`config.mk`:
```
export PLATFORM = sky130hd
export DESIGN_NAME = secded_decoder_72_64_flat
export DESIGN_NICKNAME = d
export VERILOG_FILES = /design/src/rtl/secded_decoder_72_64_if.sv /design/src/rtl/secded_decoder_72_64.sv /design/src/flat_wrapper.sv
export SDC_FILE = /design/constraint.sdc
export NUM_CORES = 1
export LEC_CHECK = 0
export BUFFER_PORTS_ARGS = -buffer_cell sky130_fd_sc_hd__buf_2
export CORE_AREA = 2 2 145 147
export CTS_CLUSTER_SIZE = 28
export DETAILED_ROUTE_END_ITERATION = 6
export DIE_AREA = 0 0 147 149
export GPL_TIMING_DRIVEN = 0
export PLACE_DENSITY = 0.66
export SETUP_SLACK_MARGIN = 0.05
export SYNTH_ARGS = -nofsm -noshare
export SYNTH_HDL_FRONTEND = slang
export SYNTH_SLANG_ARGS = --single-unit
```
`constraint.sdc`:
```
create_clock -name clk -period 2.55 [get_ports clk]
set_input_delay 0.255 -clock clk [delete_from_list [all_inputs] [get_ports clk]]
set_output_delay 0.255 -clock clk [all_outputs]
set_load 0.05 [all_outputs]
```
`src/rtl/secded_decoder_72_64_if.sv`:
```
// Stream interface of the SECDED(72,64) decoder.
//   in_valid/in_ready/code_in      : codeword beat into the decoder
//   out_valid/out_ready            : result beat out of the decoder
//   data_out, err_ce, err_ue,
//   syndrome_out                   : result payload, qualified by out_valid
// slave  = decoder side, master = producer/consumer side.
interface secded_decoder_72_64_if #(
  parameter int DATA_W = 64,
  parameter int CODE_W = 72
);
  logic              in_valid;
  logic              in_ready;
  logic [CODE_W-1:0] code_in;
  logic              out_valid;
  logic              out_ready;
  logic [DATA_W-1:0] data_out;
  logic              err_ce;
  logic              err_ue;
  logic [7:0]        syndrome_out;

  modport slave (
    input  in_valid, code_in, out_ready,
    output in_ready, out_valid, data_out, err_ce, err_ue, syndrome_out
  );

  modport master (
    output in_valid, code_in, out_ready,
    input  in_ready, out_valid, data_out, err_ce, err_ue, syndrome_out
  );
endinterface

```
`src/rtl/secded_decoder_72_64.sv`:
```
// Two-stage pipelined SECDED(72,64) decoder with error counters and a
// sticky first-uncorrectable log.
//   clk, rst_n       : clock, synchronous active-low reset
//   bus (slave)      : codeword in / corrected data + flags + syndrome out
//   cnt_clr_i        : synchronous clear of counters and UE log
//   cnt_ce_o/ue_o    : saturating corrected / uncorrectable beat counts
//   ue_seen_o        : sticky, a UE was loaded since reset/clear
//   ue_first_syn_o   : {p,s} of that first UE
module secded_decoder_72_64 #(
  parameter int DATA_W = 64,
  parameter int CODE_W = 72,
  parameter int CNT_W  = 16
) (
  input  logic             clk,
  input  logic             rst_n,
  secded_decoder_72_64_if.slave bus,
  input  logic             cnt_clr_i,
  output logic [CNT_W-1:0] cnt_ce_o,
  output logic [CNT_W-1:0] cnt_ue_o,
  output logic             ue_seen_o,
  output logic [7:0]       ue_first_syn_o
);
  localparam int STAGES = 2;

  typedef struct packed {
    logic [DATA_W-1:0] data;
    logic              ce;
    logic              ue;
    logic [7:0]        syn;
  } res_t;

  logic              en, ld1, ld2;
  logic [STAGES:1]   vld_pipe_q, vld_pipe_d;
  logic [6:0][CODE_W-1:0] sel;
  logic [6:0]        syn_c;
  logic              par_c;
  logic [CODE_W-1:0] code_q, fixed;
  logic [6:0]        s_q;
  logic              p_q;
  res_t              res_d, res_q;
  logic [CNT_W-1:0]  cnt_ce_q, cnt_ce_d, cnt_ue_q, cnt_ue_d;
  logic              ue_seen_q, ue_seen_d;
  logic [7:0]        ue_first_q, ue_first_d;

  // Whole pipe advances only when the output slot is free or being drained.
  assign en           = ~vld_pipe_q[2] | bus.out_ready;
  assign bus.in_ready = en;
  assign ld1          = en & bus.in_valid;
  assign ld2          = en & vld_pipe_q[1];

  always_comb vld_pipe_d = en ? {vld_pipe_q[1], bus.in_valid} : vld_pipe_q;

  // Syndrome bit k covers every position whose index has bit k set;
  // position 0 (overall parity) never contributes.
  for (genvar k = 0; k < 7; k++) begin : g_syn
    for (genvar i = 0; i < CODE_W; i++) begin : g_bit
      assign sel[k][i] = ((i >> k) & 1) ? bus.code_in[i] : 1'b0;
    end
    assign syn_c[k] = ^sel[k];
  end
  assign par_c = ^bus.code_in;

  // Stage-2 decode from registered code/syndrome.
  always_comb begin
    fixed     = code_q;
    res_d     = '0;
    res_d.syn = {p_q, s_q};
    if (s_q == 7'd0) begin
      res_d.ce = p_q;                      // P0 itself flipped, data intact
    end else if (p_q && s_q <= 7'd71) begin
      res_d.ce = 1'b1;
      fixed    = code_q ^ (72'd1 << s_q);  // check-bit hits leave data intact
    end else begin
      res_d.ue = 1'b1;                     // double error or out-of-range position
    end
    res_d.data = {fixed[71:65], fixed[63:33], fixed[31:17],
                  fixed[15:9], fixed[7:5], fixed[3]};
  end

  // Counters and log track results as they enter stage 2; clear wins.
  always_comb begin
    cnt_ce_d   = cnt_ce_q;
    cnt_ue_d   = cnt_ue_q;
    ue_seen_d  = ue_seen_q;
    ue_first_d = ue_first_q;
    if (cnt_clr_i) begin
      cnt_ce_d   = '0;
      cnt_ue_d   = '0;
      ue_seen_d  = 1'b0;
      ue_first_d = '0;
    end else if (ld2) begin
      if (res_d.ce && !(&cnt_ce_q)) cnt_ce_d = cnt_ce_q + CNT_W'(1);
      if (res_d.ue && !(&cnt_ue_q)) cnt_ue_d = cnt_ue_q + CNT_W'(1);
      if (res_d.ue && !ue_seen_q) begin
        ue_seen_d  = 1'b1;
        ue_first_d = res_d.syn;
      end
    end
  end

  always_ff @(posedge clk) begin
    if (!rst_n) begin
      vld_pipe_q <= '0;
      code_q     <= '0;
      s_q        <= '0;
      p_q        <= 1'b0;
      res_q      <= '0;
      cnt_ce_q   <= '0;
      cnt_ue_q   <= '0;
      ue_seen_q  <= 1'b0;
      ue_first_q <= '0;
    end else begin
      vld_pipe_q <= vld_pipe_d;
      if (ld1) begin
        code_q <= bus.code_in;
        s_q    <= syn_c;
        p_q    <= par_c;
      end
      if (ld2) res_q <= res_d;
      cnt_ce_q   <= cnt_ce_d;
      cnt_ue_q   <= cnt_ue_d;
      ue_seen_q  <= ue_seen_d;
      ue_first_q <= ue_first_d;
    end
  end

  assign bus.out_valid    = vld_pipe_q[2];
  assign bus.data_out     = res_q.data;
  assign bus.err_ce       = res_q.ce;
  assign bus.err_ue       = res_q.ue;
  assign bus.syndrome_out = res_q.syn;
  assign cnt_ce_o         = cnt_ce_q;
  assign cnt_ue_o         = cnt_ue_q;
  assign ue_seen_o        = ue_seen_q;
  assign ue_first_syn_o   = ue_first_q;
endmodule

```
`src/flat_wrapper.sv`:
```
// flat-port wrapper written by rule: the top's interface ports become plain ports
module secded_decoder_72_64_flat 
#(
  parameter int DATA_W = 64,
  parameter int CODE_W = 72,
  parameter int CNT_W  = 16
)
  (clk, rst_n, cnt_clr_i, cnt_ce_o, cnt_ue_o, ue_seen_o, ue_first_syn_o, bus_in_valid, bus_code_in, bus_out_ready, bus_in_ready, bus_out_valid, bus_data_out, bus_err_ce, bus_err_ue, bus_syndrome_out);
  secded_decoder_72_64_if #(.DATA_W(DATA_W), .CODE_W(CODE_W)) bus_i ();
  input  logic clk;
  input  logic rst_n;
  input  logic cnt_clr_i;
  output logic [CNT_W-1:0] cnt_ce_o;
  output logic [CNT_W-1:0] cnt_ue_o;
  output logic ue_seen_o;
  output logic [7:0] ue_first_syn_o;
  input wire logic [$bits(bus_i.in_valid)-1:0] bus_in_valid;
  input wire logic [$bits(bus_i.code_in)-1:0] bus_code_in;
  input wire logic [$bits(bus_i.out_ready)-1:0] bus_out_ready;
  output wire logic [$bits(bus_i.in_ready)-1:0] bus_in_ready;
  output wire logic [$bits(bus_i.out_valid)-1:0] bus_out_valid;
  output wire logic [$bits(bus_i.data_out)-1:0] bus_data_out;
  output wire logic [$bits(bus_i.err_ce)-1:0] bus_err_ce;
  output wire logic [$bits(bus_i.err_ue)-1:0] bus_err_ue;
  output wire logic [$bits(bus_i.syndrome_out)-1:0] bus_syndrome_out;
  assign bus_i.in_valid = bus_in_valid;
  assign bus_i.code_in = bus_code_in;
  assign bus_i.out_ready = bus_out_ready;
  assign bus_in_ready = bus_i.in_ready;
  assign bus_out_valid = bus_i.out_valid;
  assign bus_data_out = bus_i.data_out;
  assign bus_err_ce = bus_i.err_ce;
  assign bus_err_ue = bus_i.err_ue;
  assign bus_syndrome_out = bus_i.syndrome_out;
  secded_decoder_72_64 #(.DATA_W(DATA_W), .CODE_W(CODE_W), .CNT_W(CNT_W)) u_core (.clk(clk), .rst_n(rst_n), .bus(bus_i), .cnt_clr_i(cnt_clr_i), .cnt_ce_o(cnt_ce_o), .cnt_ue_o(cnt_ue_o), .ue_seen_o(ue_seen_o), .ue_first_syn_o(ue_first_syn_o));
endmodule
```
-- Word-level counts from Yosys, hierarchy flattened
Cells that the tools add are included.
- add/sub/neg operators: 2
- $lt $le $gt $ge: 1
- shift operators: 1
- muxes and demuxes: 6
- bitwise gates (word level): 6
- reduce and logical (&&, ||, !) cells: 22
- operator list (cell ; number):
    $reduce_xor A72 Y1 ; 8
    $mux W72 ; 2
    $shl A1 B7 Y72 const A ; 1
    $xor A72 B72 Y72 ; 1
    $add A16 B1 Y16 const B ; 2
    $reduce_and A16 Y1 ; 2
    $le A7 B7 Y1 const B ; 1
    $logic_not A7 Y1 ; 1
    $reduce_and A2 Y1 ; 3
    $logic_and A1 B1 Y1 ; 4
    $mux W1 ; 4
    $logic_not A1 Y1 ; 3
    $and A1 B1 Y1 ; 2
    $not A1 Y1 ; 2
    $reduce_or A2 Y1 ; 1
    $or A1 B1 Y1 ; 1
- register bits after elaboration: 197
- input bits: 77
- output and inout port bits: 117
- word-level logic and storage cells: 50

-- Depth between registers and ports, before layout
- word-level depth: 6
- depth in mapped cells: 9
- mapped depth without buffers: 8

-- Worst setup path before layout
No wires, ideal clock.
- path kind: reg-to-reg
- start point: reg u_core.vld_pipe_q[2] in the netlist's numbering
- end point: reg u_core.cnt_ue_q[14] (netlist: u_core.cnt_ue_o[14])
- setup time: 0.128 ns
- arrival: 2.286 ns
- required time: 2.422 ns
- slack: 0.136 ns
- cell stages (with the launch flop): 9
- path buffers: 0
- clock period less this slack: 2.414 ns
- cell sequence: dfxtp_1 > nor2b_1 > inv_1 > nand2_1 > or4_4 > nor2_1 > nand4_1 > xor2_1 > nor2_1
- word-level cells in the longest chain between the ends: 4
- RTL lines (item ; RTL line ; RTL):
    from (decl) ; secded_decoder_72_64.sv:33 ; logic [STAGES:1] vld_pipe_q, vld_pipe_d;
    from (signal assigned) ; secded_decoder_72_64.sv:113 ; vld_pipe_q <= vld_pipe_d;
    $not A1 Y1 ; secded_decoder_72_64.sv:46 ; assign en = ~vld_pipe_q[2] | bus.out_ready;
    $or A1 B1 Y1 ; secded_decoder_72_64.sv:46 ;
    named net bus_in_ready ; flat_wrapper.sv:20 ; output wire logic [$bits(bus_i.in_ready)-1:0] bus_in_ready;
    $and A1 B1 Y1 ; secded_decoder_72_64.sv:49 ; assign ld2 = en & vld_pipe_q[1];
    $reduce_and A2 Y1 (no line) ; n/a ;
    to (signal assigned) ; secded_decoder_72_64.sv:121 ; cnt_ue_q <= cnt_ue_d;
    to (decl) ; secded_decoder_72_64.sv:41 ; logic [CNT_W-1:0] cnt_ce_q, cnt_ce_d, cnt_ue_q, cnt_ue_d;
The timed path passes the listed nets, and every way through them passes these cells.
A chain may end at the register's enable or synchronous reset.

-- Worst setup path in the final report
- start point: reg u_core.s_q[3]
- end point: reg u_core.cnt_ce_q[13] (netlist: u_core.cnt_ce_o[13])
- word-level cells in the longest chain between the ends: 6
- elaborated cells on any way between the ends: 7
- those cells by class: 1 x order compare; 2 x mux; 4 x reduce/logical
- RTL lines (item ; RTL line ; RTL):
    from (decl) ; secded_decoder_72_64.sv:38 ; logic [6:0] s_q;
    from (signal assigned) ; secded_decoder_72_64.sv:116 ; s_q <= syn_c;
    $le A7 B7 Y1 ; secded_decoder_72_64.sv:70 ; end else if (p_q && s_q <= 7'd71) begin
    $logic_and A1 B1 Y1 ; secded_decoder_72_64.sv:70 ;
    $mux W1 ; secded_decoder_72_64.sv:70 ;
    $mux W1 (*) ; secded_decoder_72_64.sv:68 ; if (s_q == 7'd0) begin
    $logic_and A1 B1 Y1 (*) ; secded_decoder_72_64.sv:92 ; if (res_d.ce && !(&cnt_ce_q)) cnt_ce_d = cnt_ce_q + CNT_W'(1);
    $reduce_and A2 Y1 (no line) (*) ; n/a ;
    to (signal assigned) ; secded_decoder_72_64.sv:120 ; cnt_ce_q <= cnt_ce_d;
    to (decl) ; secded_decoder_72_64.sv:41 ;
Mark *: on every way between the ends. The rest lies on a longest branch, timed or not.

==> flow_metrics.py <==
metrics = {
    "status": {
        "status": "finished clean",
    },
    "sta": {
        "hold_viol": 0,
        "period_share": 0.9169,
        "final-max-slew-violation-count": 0,
        "rsz0062_at_grt": "false",
        "slew_headroom": 0.2997,
        "worst_slew_pin_slew_ns": 1.041,
        "hold_slack_ns": 0.08346,
        "period_needed_ns": 2.338,
        "setup_violations": 0,
        "finClkSkew_ns": 0.009624,
        "finalSetupTns_ns": 0,
        "max_freq_mhz": 427.7,
    },
    "synthesis": {
        "syn-instance-count": 1085,
        "synth_nets": 1164,
        "netlist.area_leader.share": 0.4222,
        "ys_warn_count": 0,
        "synth.distinct_cells": 38,
        "synth_top_cell_by_area": "dfxtp_1",
        "synth_area_leaders": "dfxtp_1 (42%), xnor2_1 (13%), nand2_1 (8.7%)",
        "syn_avg_cell_area_um2": 8.260,
        "ys_ff_latch": 189,
        "synth_ff_type": "dfxtp_1",
        "synthArstFlopShare": 0,
        "syn_area_mm2": 0.008962,
        "synth_edf_count": 0,
        "seq_area_frac_synth": 0.4222,
    },
    "floorplanning": {
        "num_rows": 53,
        "die_h_um": 149,
        "initial_utilization": 0.4360,
        "die_area_mm2": 0.02190,
        "dieWidth_um": 147,
        "io_pins": 194,
        "core-area_mm2": 0.02056,
    },
    "clock_tree": {
        "cts_hold_buf": 0,
        "ctsLongestPathBuffers": 2,
        "insertion_delay_ns": 0.43,
        "cts_buffers": 17,
        "cts_tree": "yes",
        "postCtsSetupRepairBufs": 0,
        "htreeDepth": 4,
        "clkTransAtPathRegs_ns": 0.06,
        "clkSinkCount": 189,
        "cts_root_buf": "clkbuf_16",
    },
    "placement": {
        "placedCellCount": 1553,
        "port_buffers": 193,
        "place_area_mm2": 0.01027,
        "gp_congestion": 0.9448,
        "hpwl_um": 20920,
    },
    "grt": {
        "grt_pass1_wl_um": 41010,
        "grt_pass1_vias": 7402,
        "grt-ovfl-total": 0,
        "grt_max_degree": 17,
        "groute.usage.overall": 0.2440,
        "antenna_found_initial": 0,
    },
    "drt": {
        "wl_per_cell_um": 17.04,
        "vias_per_cell": 5.158,
        "firstDrtPassIters": 5,
        "vias": 8170,
        "remaining_drc_errors": 0,
        "drt_wl_total_um": 26990,
        "drt_iter0_drc": 484,
        "ant_nets": 0,
    },
    "pwr": {
        "power_density_mw_per_mm2": 775.8,
        "finalPower_mw": 8.422,
        "leakagePower_nw": 4.166,
        "peakVddDrop_v": 0.0004594,
    },
    "cells_and_area": {
        "area_growth_pct": 21.12,
        "diodes": 0,
        "fin_nets": 1376,
        "drive_gt1_frac": 0.1780,
        "design_area_mm2": 0.01086,
        "stdcell_count": 1584,
    },
    "setup_path": {
        "cp_max_fo": 10,
        "cp.required_ns": 2.85,
        "start_kind": "flop",
        "critPathKind": "reg -> reg",
        "critical_path_arrival_ns": 2.64,
        "end_kind": "flop",
    },
    "job": {
        "drv_cap": 0,
    },
    "hold_path": {
        "hold_path_class": "in -> reg",
    },
}
-- power breakdown --
| group | switching, mW | internal, mW | total (mW) | leakage [nW] |
|---|---|---|---|---|
| clock network | 1.12 | 1.52 | 2.64 | 0.267 |
| registers | 0.147 | 3.15 | 3.30 | 1.55 |
| logic | 1.56 | 0.920 | 2.48 | 2.35 |
| total | 2.83 | 5.59 | 8.42 | 4.17 |
-- layout make-up --
type | instances | area [um2]
Inverter | 9 | 33.78
Sequential cell | 189 | 3784
Multi-Input combinational cell | 821 | 4898
Fill cell | 2038 | 9702
Tap cell | 275 | 344.1
Clock inverter | 5 | 82.58
Buffer | 66 | 257.7
Clock buffer | 26 | 489.2
Timing Repair Buffer | 193 | 965.9
-- routing by layer --
metal	up-vias	global-route usage	share of wire
li1	4034	-	-
met1	3751	0.3247	0.44
met2	333	0.3986	0.46
met3	52	0.04557	0.069
met4	0	0.08750	0.029
met5	-	0	0
-- placed cells by master, fill, tap and decap left out, types with 13 or more instances in the layout --
master,Yosys,final
nor3_1,13,13
a211oi_1,52,52
xor2_1,78,78
or3_1,22,22
nor2_1,130,130
buf_2,5,198
clkbuf_16,0,17
xnor2_1,128,128
nand2_1,207,207
dfxtp_1,189,189
o21ai_0,21,21
a21oi_1,77,77
a311oi_1,19,19
clkbuf_1,56,60
nand3_1,17,17
-- metrics by stage --
step             util  worst slack, ns
2_1_floorplan       -           0.1361
3_3_place_gp   0.4997          -0.1203
3_5_place_dp   0.4997          -0.1340
4_1_cts        0.5276           0.1720
5_1_grt        0.5281          0.05155
6_report       0.5281           0.2119
-- critical path: stages, from the launching register on --
cell      delay, ns
dfxtp_1        0.29
buf_2          0.16
nor3_1         0.45
o211ai_1       0.29
a31oi_1        0.27
clkbuf_1       0.39
nand3_1        0.15
xor2_1         0.17
nor2_1         0.05
-- Yosys cell counts, drive strengths merged (2+ instances only) --
library cell    n
clkbuf         56
nand2b          4
o21ai          21
nor2b           4
inv             9
nand2         207
nor4            5
a21oi          77
nand3          17
buf            10
xnor3           2
mux2i          10
or3            22
and2            3
ha              2
a211oi         52
a311oi         19
nor3           14
dfxtp         189
nand4           7
and3            8
nor2          130
xnor2         129
xor2           78
-- path summary, 6_finish.rpt --
check,start,endpoint,slack (ns),cells after the start
setup / recovery,u_core.s_q[3],u_core.cnt_ce_o[13],0.21,8
hold / removal,bus_code_in[24],u_core.code_q[24],0.08,3
hold reg to reg,u_core.bus.syndrome_out[0],u_core.bus.syndrome_out[0],0.45,2
setup reg to reg,u_core.s_q[3],u_core.cnt_ce_o[13],0.21,8
-- cell families (layout without fill, tap and decap cells) --
logic type / count (synthesis) / count (layout) / share of synthesized area
buffers and inverters: 75 / 299 / 0.03211
flip-flops: 189 / 189 / 0.4222
adder cells (fa/ha/maj): 2 / 2 / 0.002792
XOR/XNOR: 209 / 209 / 0.2082
AO/OA/AOI/OAI: 174 / 174 / 0.1222
AND/OR/NAND/NOR: 426 / 426 / 0.2015
multiplexers: 10 / 10 / 0.01117
-- sequential cells by signal, summed over array words and instances (netlist names) --
register	cells
u_core.bus.err_ce	1
u_core.bus.err_ue	1
u_core.code_q	64
u_core.s_q	7
u_core.bus.syndrome_out	8
u_core.ue_seen_o	1
u_core.cnt_ue_o	16
u_core.cnt_ce_o	16
u_core.bus.data_out	64
u_core.vld_pipe_q	2
u_core.ue_first_syn_o	8
u_core.p_q	1
-- timing repair --
| item | in CTS | in global routing |
|---|---|---|
| gates cloned | 0 | 0 |
| endpoints found under the setup margin | 40 | 11 |
| gates resized for setup | 2 | 2 |
(Power assumes the default switching activity.)
